===== config.mk =====
export PLATFORM = sky130hd
export DESIGN_NAME = if_prefetch_unit
export DESIGN_NICKNAME = d
export VERILOG_FILES = /design/src/rtl/if_prefetch_unit.sv
export SDC_FILE = /design/constraint.sdc
export NUM_CORES = 1
export LEC_CHECK = 0
export CAP_MARGIN = 20
export CELL_PAD_IN_SITES_DETAIL_PLACEMENT = 1
export CELL_PAD_IN_SITES_GLOBAL_PLACEMENT = 1
export CORE_ASPECT_RATIO = 0.75
export CORE_MARGIN = 2
export CORE_UTILIZATION = 46
export CTS_CLUSTER_DIAMETER = 120
export DETAILED_ROUTE_END_ITERATION = 6
export PLACE_DENSITY = 0.78
export SLEW_MARGIN = 25
export SYNTH_ARGS = -nofsm -noshare
export SYNTH_HDL_FRONTEND = slang
export SYNTH_SLANG_ARGS = --single-unit

===== constraint.sdc =====
create_clock -name clock_i -period 6.7 [get_ports clock_i]
set_clock_uncertainty 0.2 [all_clocks]
set_input_delay 0.67 -clock clock_i [delete_from_list [all_inputs] [get_ports clock_i]]
set_output_delay 0.67 -clock clock_i [all_outputs]
set_load 0.03 [all_outputs]

===== src/rtl/if_prefetch_unit.sv =====
// Instruction-fetch front end: fetch PC generation, 1-cycle BRAM read port, FQ_DEPTH-entry prefetch queue.
// Optional FETCH_BYTE_ADDR_EN: byte-addressed PCs (step 4, word-aligned redirect); default is word-addressed PCs.
module if_prefetch_unit #(
  parameter int unsigned            XLEN     = 32,
  parameter int unsigned            IMEM_AW  = 10,
  parameter int unsigned            FQ_DEPTH = 4,
  parameter logic [XLEN-1:0]        RESET_PC = '0
) (
  input  logic               clock_i,
  input  logic               reset_i,
  input  logic               redirect_i,
  input  logic [XLEN-1:0]    redirect_pc_i,
  output logic               imem_en_o,
  output logic [IMEM_AW-1:0] imem_addr_o,
  input  logic [XLEN-1:0]    imem_rdata_i,
  output logic               out_valid_o,
  input  logic               out_ready_i,
  output logic [XLEN-1:0]    out_instr_o,
  output logic [XLEN-1:0]    out_pc_o
);

  localparam int unsigned PW = (FQ_DEPTH > 1) ? $clog2(FQ_DEPTH) : 1;
  localparam int unsigned CW = $clog2(FQ_DEPTH + 1);

`ifdef FETCH_BYTE_ADDR_EN
  localparam logic [XLEN-1:0] INC = XLEN'(4);
`else
  localparam logic [XLEN-1:0] INC = XLEN'(1);
`endif

  logic [XLEN-1:0] fetch_pc_q,   fetch_pc_d;
  logic            pending_q,    pending_d;
  logic [XLEN-1:0] pending_pc_q, pending_pc_d;
  logic [PW-1:0]   rd_ptr_q,     rd_ptr_d;
  logic [PW-1:0]   wr_ptr_q,     wr_ptr_d;
  logic [CW-1:0]   count_q,      count_d;
  logic [XLEN-1:0] instr_q [FQ_DEPTH];
  logic [XLEN-1:0] pc_q    [FQ_DEPTH];

  logic            pop;
  logic            push;
  logic            issue;
  logic [CW:0]     used;
  logic [CW:0]     limit;
  logic [XLEN-1:0] redirect_tgt;

`ifdef FETCH_BYTE_ADDR_EN
  assign redirect_tgt = {redirect_pc_i[XLEN-1:2], 2'b00};
  assign imem_addr_o  = fetch_pc_q[IMEM_AW+1:2];
`else
  assign redirect_tgt = redirect_pc_i;
  assign imem_addr_o  = fetch_pc_q[IMEM_AW-1:0];
`endif

  assign out_valid_o = reset_i && (count_q != '0);
  assign out_instr_o = reset_i ? instr_q[rd_ptr_q] : '0;
  assign out_pc_o    = reset_i ? pc_q[rd_ptr_q]    : '0;

  assign pop  = out_valid_o && out_ready_i;
  assign push = pending_q && !redirect_i;

  // Credit rule: every queued entry plus the in-flight read owns a slot; a pop this cycle frees one.
  assign used      = {1'b0, count_q} + {{CW{1'b0}}, pending_q};
  assign limit     = (CW+1)'(FQ_DEPTH) + {{CW{1'b0}}, pop};
  assign issue     = reset_i && !redirect_i && (used < limit);
  assign imem_en_o = issue;

  always_comb begin
    fetch_pc_d   = fetch_pc_q;
    pending_d    = pending_q;
    pending_pc_d = pending_pc_q;
    rd_ptr_d     = rd_ptr_q;
    wr_ptr_d     = wr_ptr_q;
    count_d      = count_q;
    if (redirect_i) begin
      fetch_pc_d = redirect_tgt;
      pending_d  = 1'b0;
      rd_ptr_d   = '0;
      wr_ptr_d   = '0;
      count_d    = '0;
    end else begin
      pending_d = issue;
      if (issue) begin
        pending_pc_d = fetch_pc_q;
        fetch_pc_d   = fetch_pc_q + INC;
      end
      if (push) wr_ptr_d = wr_ptr_q + PW'(1);
      if (pop)  rd_ptr_d = rd_ptr_q + PW'(1);
      count_d = count_q + CW'(push) - CW'(pop);
    end
  end

  always_ff @(posedge clock_i) begin
    if (!reset_i) begin
      fetch_pc_q   <= RESET_PC;
      pending_q    <= 1'b0;
      pending_pc_q <= '0;
      rd_ptr_q     <= '0;
      wr_ptr_q     <= '0;
      count_q      <= '0;
    end else begin
      fetch_pc_q   <= fetch_pc_d;
      pending_q    <= pending_d;
      pending_pc_q <= pending_pc_d;
      rd_ptr_q     <= rd_ptr_d;
      wr_ptr_q     <= wr_ptr_d;
      count_q      <= count_d;
    end
  end

  always_ff @(posedge clock_i) begin
    if (!reset_i) begin
      for (int i = 0; i < int'(FQ_DEPTH); i++) begin
        instr_q[i] <= '0;
        pc_q[i]    <= '0;
      end
    end else if (push) begin
      instr_q[wr_ptr_q] <= imem_rdata_i;
      pc_q[wr_ptr_q]    <= pending_pc_q;
    end
  end

  // A return must never land on a full queue that is not draining this cycle.
  a_no_overflow: assert property (@(posedge clock_i) disable iff (!reset_i)
    !(push && !pop && (count_q == CW'(FQ_DEPTH))));

endmodule

==> results by group, run 1 <==
Pwr
  – Cell Pwr Density: between 200 and 300 nW/um^2
  – VDD IR max: a little over 0.2 mV
  – Power Total: 4.636 mW
  – Leakage: ~6.4 nW

Cells and area
  – Multi-input gate area: 4742 um^2
  – Commonest non-fill, non-tap cells in the layout: edfxtp_1 (256), nor2_1 (209), nand2_1 (168)
  – Fillers: 3135
  – Final core occ: 0.5599
  – # nets final: between 1000 and 1500
  – Leading cell type in the layout, fill and taps excluded: edfxtp_1
  – Sequential Area: 9176 um^2
  – Diodes inserted: 0
  – Share of layout cells above drive strength 1: 0.1124
  – Area grow syn2layout: 20.02%

STA
  – RSZ-0062 raised after global routing: false
  – Tmin final: around 4300 ps
  – Slew at the pin closest to its max-slew limit: between 1000 and 1500 ps
  – Setup violators final: 0
  – Tcrit/Tclk final: 0.6346
  – Final TNS setup: 0 ps
  – Final WS setup: roughly 2400 ps
  – Max-slew headroom: 0.3134
  – Final Max Slew Viols: 0
  – Final hold violation count: 0
  – Maximum clock rate: between 0.2 and 0.25 GHz
  – Final hold slack: around 260 ps

Worst hold path
  – HP Start: pending_pc_q[11]
  – Hold Path End: pending_pc_q[11]
  – Worst min-delay path class: flip-flop to flip-flop
  – Worst Hold Depth: 2

Global route
  – Total grt overflow: 0
  – Vias in the first global route: 10673
  – First-pass GRT wire length: between 50 and 60 mm
  – Met2 usage in global routing: 0.4084
  – GR Layer Usage met3: 0.03055
  – Initial antenna violation count: 0
  – Largest net degree at the start of global routing: 65
  – Most used routing layer: met2
  – Tot GR Track Use: 0.2332
  – Grt met1 use: 0.3109

Placement
  – Setup WS pre-CTS: approximately 2500 ps
  – Port Buffer Count: between 100 and 150
  – RD Place Congestion: 0.8272
  – Detailed placement HPWL: 22.55 mm

Synth
  – Ys flop type: edfxtp_1
  – Async S/R FF share, synth: 0
  – #FFs+latches synth: 330
  – Post-synth EDFFs: around 260
  – Synth unique cells: 61
  – Cell area after synthesis: between 10000 and 15000 um^2
  – Register area share after synthesis: 0.6304
  – Synth Net Count: approximately 1300
  – Yosys Warn Count: 0
  – Synthesized area per cell: approximately 12 um^2
  – Post-synthesis cell count: approximately 1200

Critical path
  – Reg2reg end: fetch_pc_q[22]
  – CP startpoint kind: input port
  – Worst R2R Path Depth: 10
  – WP data arrival: 3380 ps
  – CP max FO: 48
  – Crit. End Element: primary output
  – Critical Path RT: 5830 ps
  – Flop2flop setup slack: 3570 ps
  – Kind of critical path: input port to primary output
  – Reg-to-Reg Start: pending_q

Floorplan
  – Die W: between 200 and 250 um
  – Initial core utilization: 0.4665
  – Die Ht: roughly 160 um
  – Std cell rows: 56
  – Die area: approximately 33000 um^2
  – I/O pins: around 140
  – Core area: around 31000 um^2

Clock tree
  – CTS Buf Count: 34
  – Setup Fix Bufs, Post-CTS: 0
  – Clk sinks: between 300 and 400
  – CTS tree: yes
  – Clock Tree Buf Depth: 3
  – PostCTS Resize Cnt: 0
  – Root Buffer: clkbuf_16
  – Clock insertion delay at the later pin of the skew report: 510 ps
  – Htree depth: 2
  – Clock Pin Slew Worst Setup and Hold Paths: 60 ps
  – Hold-fix buffers at CTS: 0

Route
  – DR WL/cell: around 22 um
  – Starting DRT DRC Count: roughly 670
  – Post-DRT Antenna Nets: 0
  – Final WL: roughly 38 mm
  – DRC Markers: 0
  – Via count: approximately 10000
  – Via density: ~5.6
  – Pre-antenna DRT Iters: 5

Status
  – Status: finished clean

Flow run
  – Max_cap viols: 0
how the worst max path moves through the flow:
stage	startpoint	end	slack (ps)	cells past startpoint
final	redirect_i	imem_en_o	2450	8
after global routing	flip-flop	out_pc_o[23]	2180	4
after CTS	flip-flop	out_pc_o[29]	2300	4
after detailed placement	redirect_i	instr_q[0][27]	2470	8
after global placement	redirect_i	instr_q[0][30]	2570	8
after floorplan	redirect_i	instr_q[0][0]	540	3
power by group:
group          switching [mW]  leakage, nW  total, mW  internal, mW
sequential             0.0447         3.27       2.32          2.28
clock                   0.766        0.568       1.98          1.21
combinational           0.194         2.53      0.331         0.136
per-stage QoR:
stage	instances	cell area, um^2
2_1_floorplan	1215	14550
3_3_place_gp	1690	16270
3_5_place_dp	1690	16270
4_1_cts	1749	17440
5_1_grt	1750	17460
6_report	1750	17460
area by class of cell:
| type | instances | share of cell area |
|---|---|---|
| Tap cell | 406 | 0.02910 |
| Multi-Input combinational cell | 717 | 0.2716 |
| Clock buffer | 45 | 0.05591 |
| Clock inverter | 14 | 0.01097 |
| Timing Repair Buffer | 161 | 0.09017 |
| Inverter | 77 | 0.01656 |
| Sequential cell | 330 | 0.5257 |
sequential cells by signal, summed over array words and instances, names as in the netlist, named ones only:
signal        cells
fetch_pc_q       32
wr_ptr_q          2
instr_q         128
pending_q         1
rd_ptr_q          2
pc_q            128
count_q           3
pending_pc_q     32
per-layer routing:
| metal | up-vias | routed length (um) |
|---|---|---|
| met2 | 261 | 19180 |
| met4 | 0 | 643 |
| met3 | 49 | 1856 |
| met1 | 5072 | 16340 |
| li1 | 4491 | - |
| met5 | - | 0 |
cell families after synthesis:
group	synth area share
muxes	0.1006
xor gates and xnor gates	0.006021
AOI/OAI and AO/OA	0.05127
and+or+nand+nor	0.1585
buffers and inverters	0.04757
adders and majority gates	0.005677
DFF	0.6304
worst max-delay path, stage by stage:
cell and delay (ps):
clkdlybuf4s50_1 460, buf_4 370, nand2b_1 400, a21oi_1 180
nand2_1 100, buf_4 440, inv_1 130, clkdlybuf4s50_1 620
synthesized netlist by cell type (13+ instances only):
cell / instances / share of area
and2_1: 66 / 0.028
dfxtp_1: 74 / 0.10
inv_1: 75 / 0.019
clkbuf_1: 60 / 0.015
mux4_2: 64 / 0.099
a21oi_1: 48 / 0.017
buf_1: 14 / 0.0036
edfxtp_1: 256 / 0.53
nand2_1: 168 / 0.043
nand3_1: 14 / 0.0048
o21ai_0: 13 / 0.0045
a31oi_1: 16 / 0.0069
nor2_1: 210 / 0.054
Note: power is estimated with default switching activity, not from simulation.
==> run 2, diff against run 1 <==
==> constraint.sdc (replaced) <==
create_clock -name clock_i -period 4.5 [get_ports clock_i]
set_clock_uncertainty 0.2 [all_clocks]
set_input_delay 0.45 -clock clock_i [delete_from_list [all_inputs] [get_ports clock_i]]
set_output_delay 0.45 -clock clock_i [all_outputs]
set_load 0.03 [all_outputs]
==> results by group, run 2 (synthesis results as in run 1) <==
Critical path
  – Sequence of cells on the critical path: buf_12 -> mux4_2 -> and2_1 -> clkdlybuf4s50_1
  – CP startpoint kind: flip-flop
  – Flop2flop setup slack: 1590 ps (-1980 ps)
  – WP data arrival: 3020 ps (-360 ps)
  – CP max FO: 36 (-25%)
  – CP max-delay cell: dfxtp_4
  – Critical Path RT: 3850 ps (-1980 ps)
  – Crit. End Element: primary output
  – Max incr delay on CP: 760 ps (+140 ps)
  – CP delay by family, top: buffers and inverters
  – Buf/Inv on CP: 2 (-3)
  – Kind of critical path: flip-flop to primary output

Floorplan
  – Die W: 209.3 um (unchanged)
  – I/O pins: 144 (unchanged)
  – Std cell rows: 56 (unchanged)
  – Core area: 31180 um^2 (unchanged)
  – Initial core utilization: 0.4665 (unchanged)
  – Die area: 33070 um^2 (unchanged)
  – Die Ht: 158.0 um (unchanged)

Clock tree
  – Htree depth: 2 (unchanged)
  – CTS Buf Count: 34 (unchanged)
  – Clock Pin Slew Worst Setup and Hold Paths: 60 ps (about the same)
  – Hold-fix buffers at CTS: 0 (unchanged)
  – Root Buffer: clkbuf_16
  – PostCTS Resize Cnt: 0 (unchanged)
  – Clock Tree Buf Depth: 3 (unchanged)
  – Clk sinks: 330 (unchanged)
  – Clock insertion delay at the later pin of the skew report: 510 ps (about the same)
  – Setup Fix Bufs, Post-CTS: 0 (unchanged)
  – CTS tree: yes

Global route
  – Vias in the first global route: 10549 (-1.2%)
  – Grt met1 use: 0.3089 (-0.002020)
  – Total grt overflow: 0 (unchanged)
  – Most used routing layer: met2
  – Initial antenna violation count: 0 (unchanged)
  – Met2 usage in global routing: 0.4143 (+0.005873)
  – First-pass GRT wire length: 59.56 mm (+0.27%)
  – Largest net degree at the start of global routing: 65 (unchanged)
  – GR Layer Usage met3: 0.03114 (+0.0005951)
  – Tot GR Track Use: 0.2341 (+0.0008476)

Placement
  – RD Place Congestion: 0.8264 (about the same)
  – Detailed placement HPWL: 22.76 mm (+0.94%)
  – Setup WS pre-CTS: 1180 ps (-1291 ps)
  – Port Buffer Count: 143 (unchanged)
  – Cell Area, Placed: 16400 um^2 (+0.80%)

Route
  – DRC Markers: 0 (unchanged)
  – Pre-antenna DRT Iters: 5 (unchanged)
  – Via density: 5.582 (-1.1%)
  – Post-DRT Antenna Nets: 0 (unchanged)
  – Final WL: 38.10 mm (+0.24%)
  – Via count: 9813 (-0.61%)
  – DR WL/cell: 21.67 um (-0.21%)
  – Starting DRT DRC Count: 767 (+15%)

STA
  – RSZ-0062 raised after global routing: false
  – Tcrit/Tclk final: 0.8160
  – Final WS setup: 827.8 ps (-1621 ps)
  – Slew at the pin closest to its max-slew limit: 1034 ps (+4.270 ps)
  – Tmin final: 3672 ps
  – Setup violators final: 0 (unchanged)
  – Final hold violation count: 0 (unchanged)
  – Final Max Slew Viols: 0 (unchanged)
  – Maximum clock rate: between 0.2 and 0.3 GHz
  – Max-slew headroom: 0.3105 (-0.002847)
  – Final TNS setup: 0 ps (unchanged)

Cells and area
  – Area grow syn2layout: 20.03% (about the same)
  – Commonest non-fill, non-tap cells in the layout: edfxtp_1 (256), nor2_1 (209), nand2_1 (168)
  – Diodes inserted: 0 (unchanged)
  – Final core occ: 0.5600 (about the same)
  – Leading cell type in the layout, fill and taps excluded: edfxtp_1
  – # nets final: 1400 (+0.36%)
  – Fillers: 3132 (-0.096%)
  – Largest regs: instr_q (128), pc_q (128)
  – Design Area, Final: 17460 um^2 (about the same)
  – Share of layout cells above drive strength 1: 0.1139 (+0.001554)

Status
  – Status: finished clean

Flow run
  – Max_cap viols: 0 (unchanged)

Pwr
  – VDD IR max: 0.2563 mV (+27%)
  – Cell Pwr Density: 382.2 nW/um^2 (+44%)
  – Power Total: 6.673 mW (+44%)
  – Leakage: 6.373 nW (about the same)

Worst hold path
  – Worst min-delay path class: flip-flop to flip-flop
[run 2: metrics by stage]
step	cells	hold WS [ps]
CTS	1758	260.7
global placement	1696	247.7
floorplan	1215	236.6
detailed placement	1696	252.2
global route	1758	282.4
finish	1758	259.7
[run 2: worst register-to-register path: cells and delay by family (launching register included)]
family | cells | cell delay [ps]
AO/OA/AOI/OAI | 3 | 640
adder cells (fa/ha/maj) | 2 | 470
flip-flops | 1 | 410
AND/OR/NAND/NOR | 2 | 270
buffers and inverters | 2 | 790
[run 2: metal layers]
layer / part of all wire / wire length [um]
met5: 0 / 0
met1: 0.43 / 16420
met2: 0.51 / 19270
met3: 0.045 / 1726
met4: 0.018 / 687
[run 2: final cells by class]
cell class	instances	area, um^2	share of cell area
well taps	406	508.0	0.02910
clock inverters	9	43.79	0.002508
flip-flops and latches	330	9176	0.5256
repair buffers	166	1684	0.09646
multi-input cells	717	4742	0.2716
clock buffers	53	1016	0.05819
inverters	77	289.0	0.01655
[run 2: worst paths after layout]
| kind | start | end | depth (start not counted) |
|---|---|---|---|
| min reg2reg | pending_pc_q[24] | pending_pc_q[24] | 2 |
| min | pending_pc_q[24] | pending_pc_q[24] | 2 |
| max | flip-flop | out_pc_o[17] | 4 |
| max reg2reg | count_q[0] | fetch_pc_q[22] | 9 |
[run 2: power breakdown]
| part | leakage, nW | internal [mW] | total (mW) | switching (mW) |
|---|---|---|---|---|
| Combinational | 2.59 | 0.211 | 0.505 | 0.294 |
| Sequential | 3.27 | 3.39 | 3.46 | 0.0661 |
| Clock | 0.519 | 1.56 | 2.71 | 1.15 |
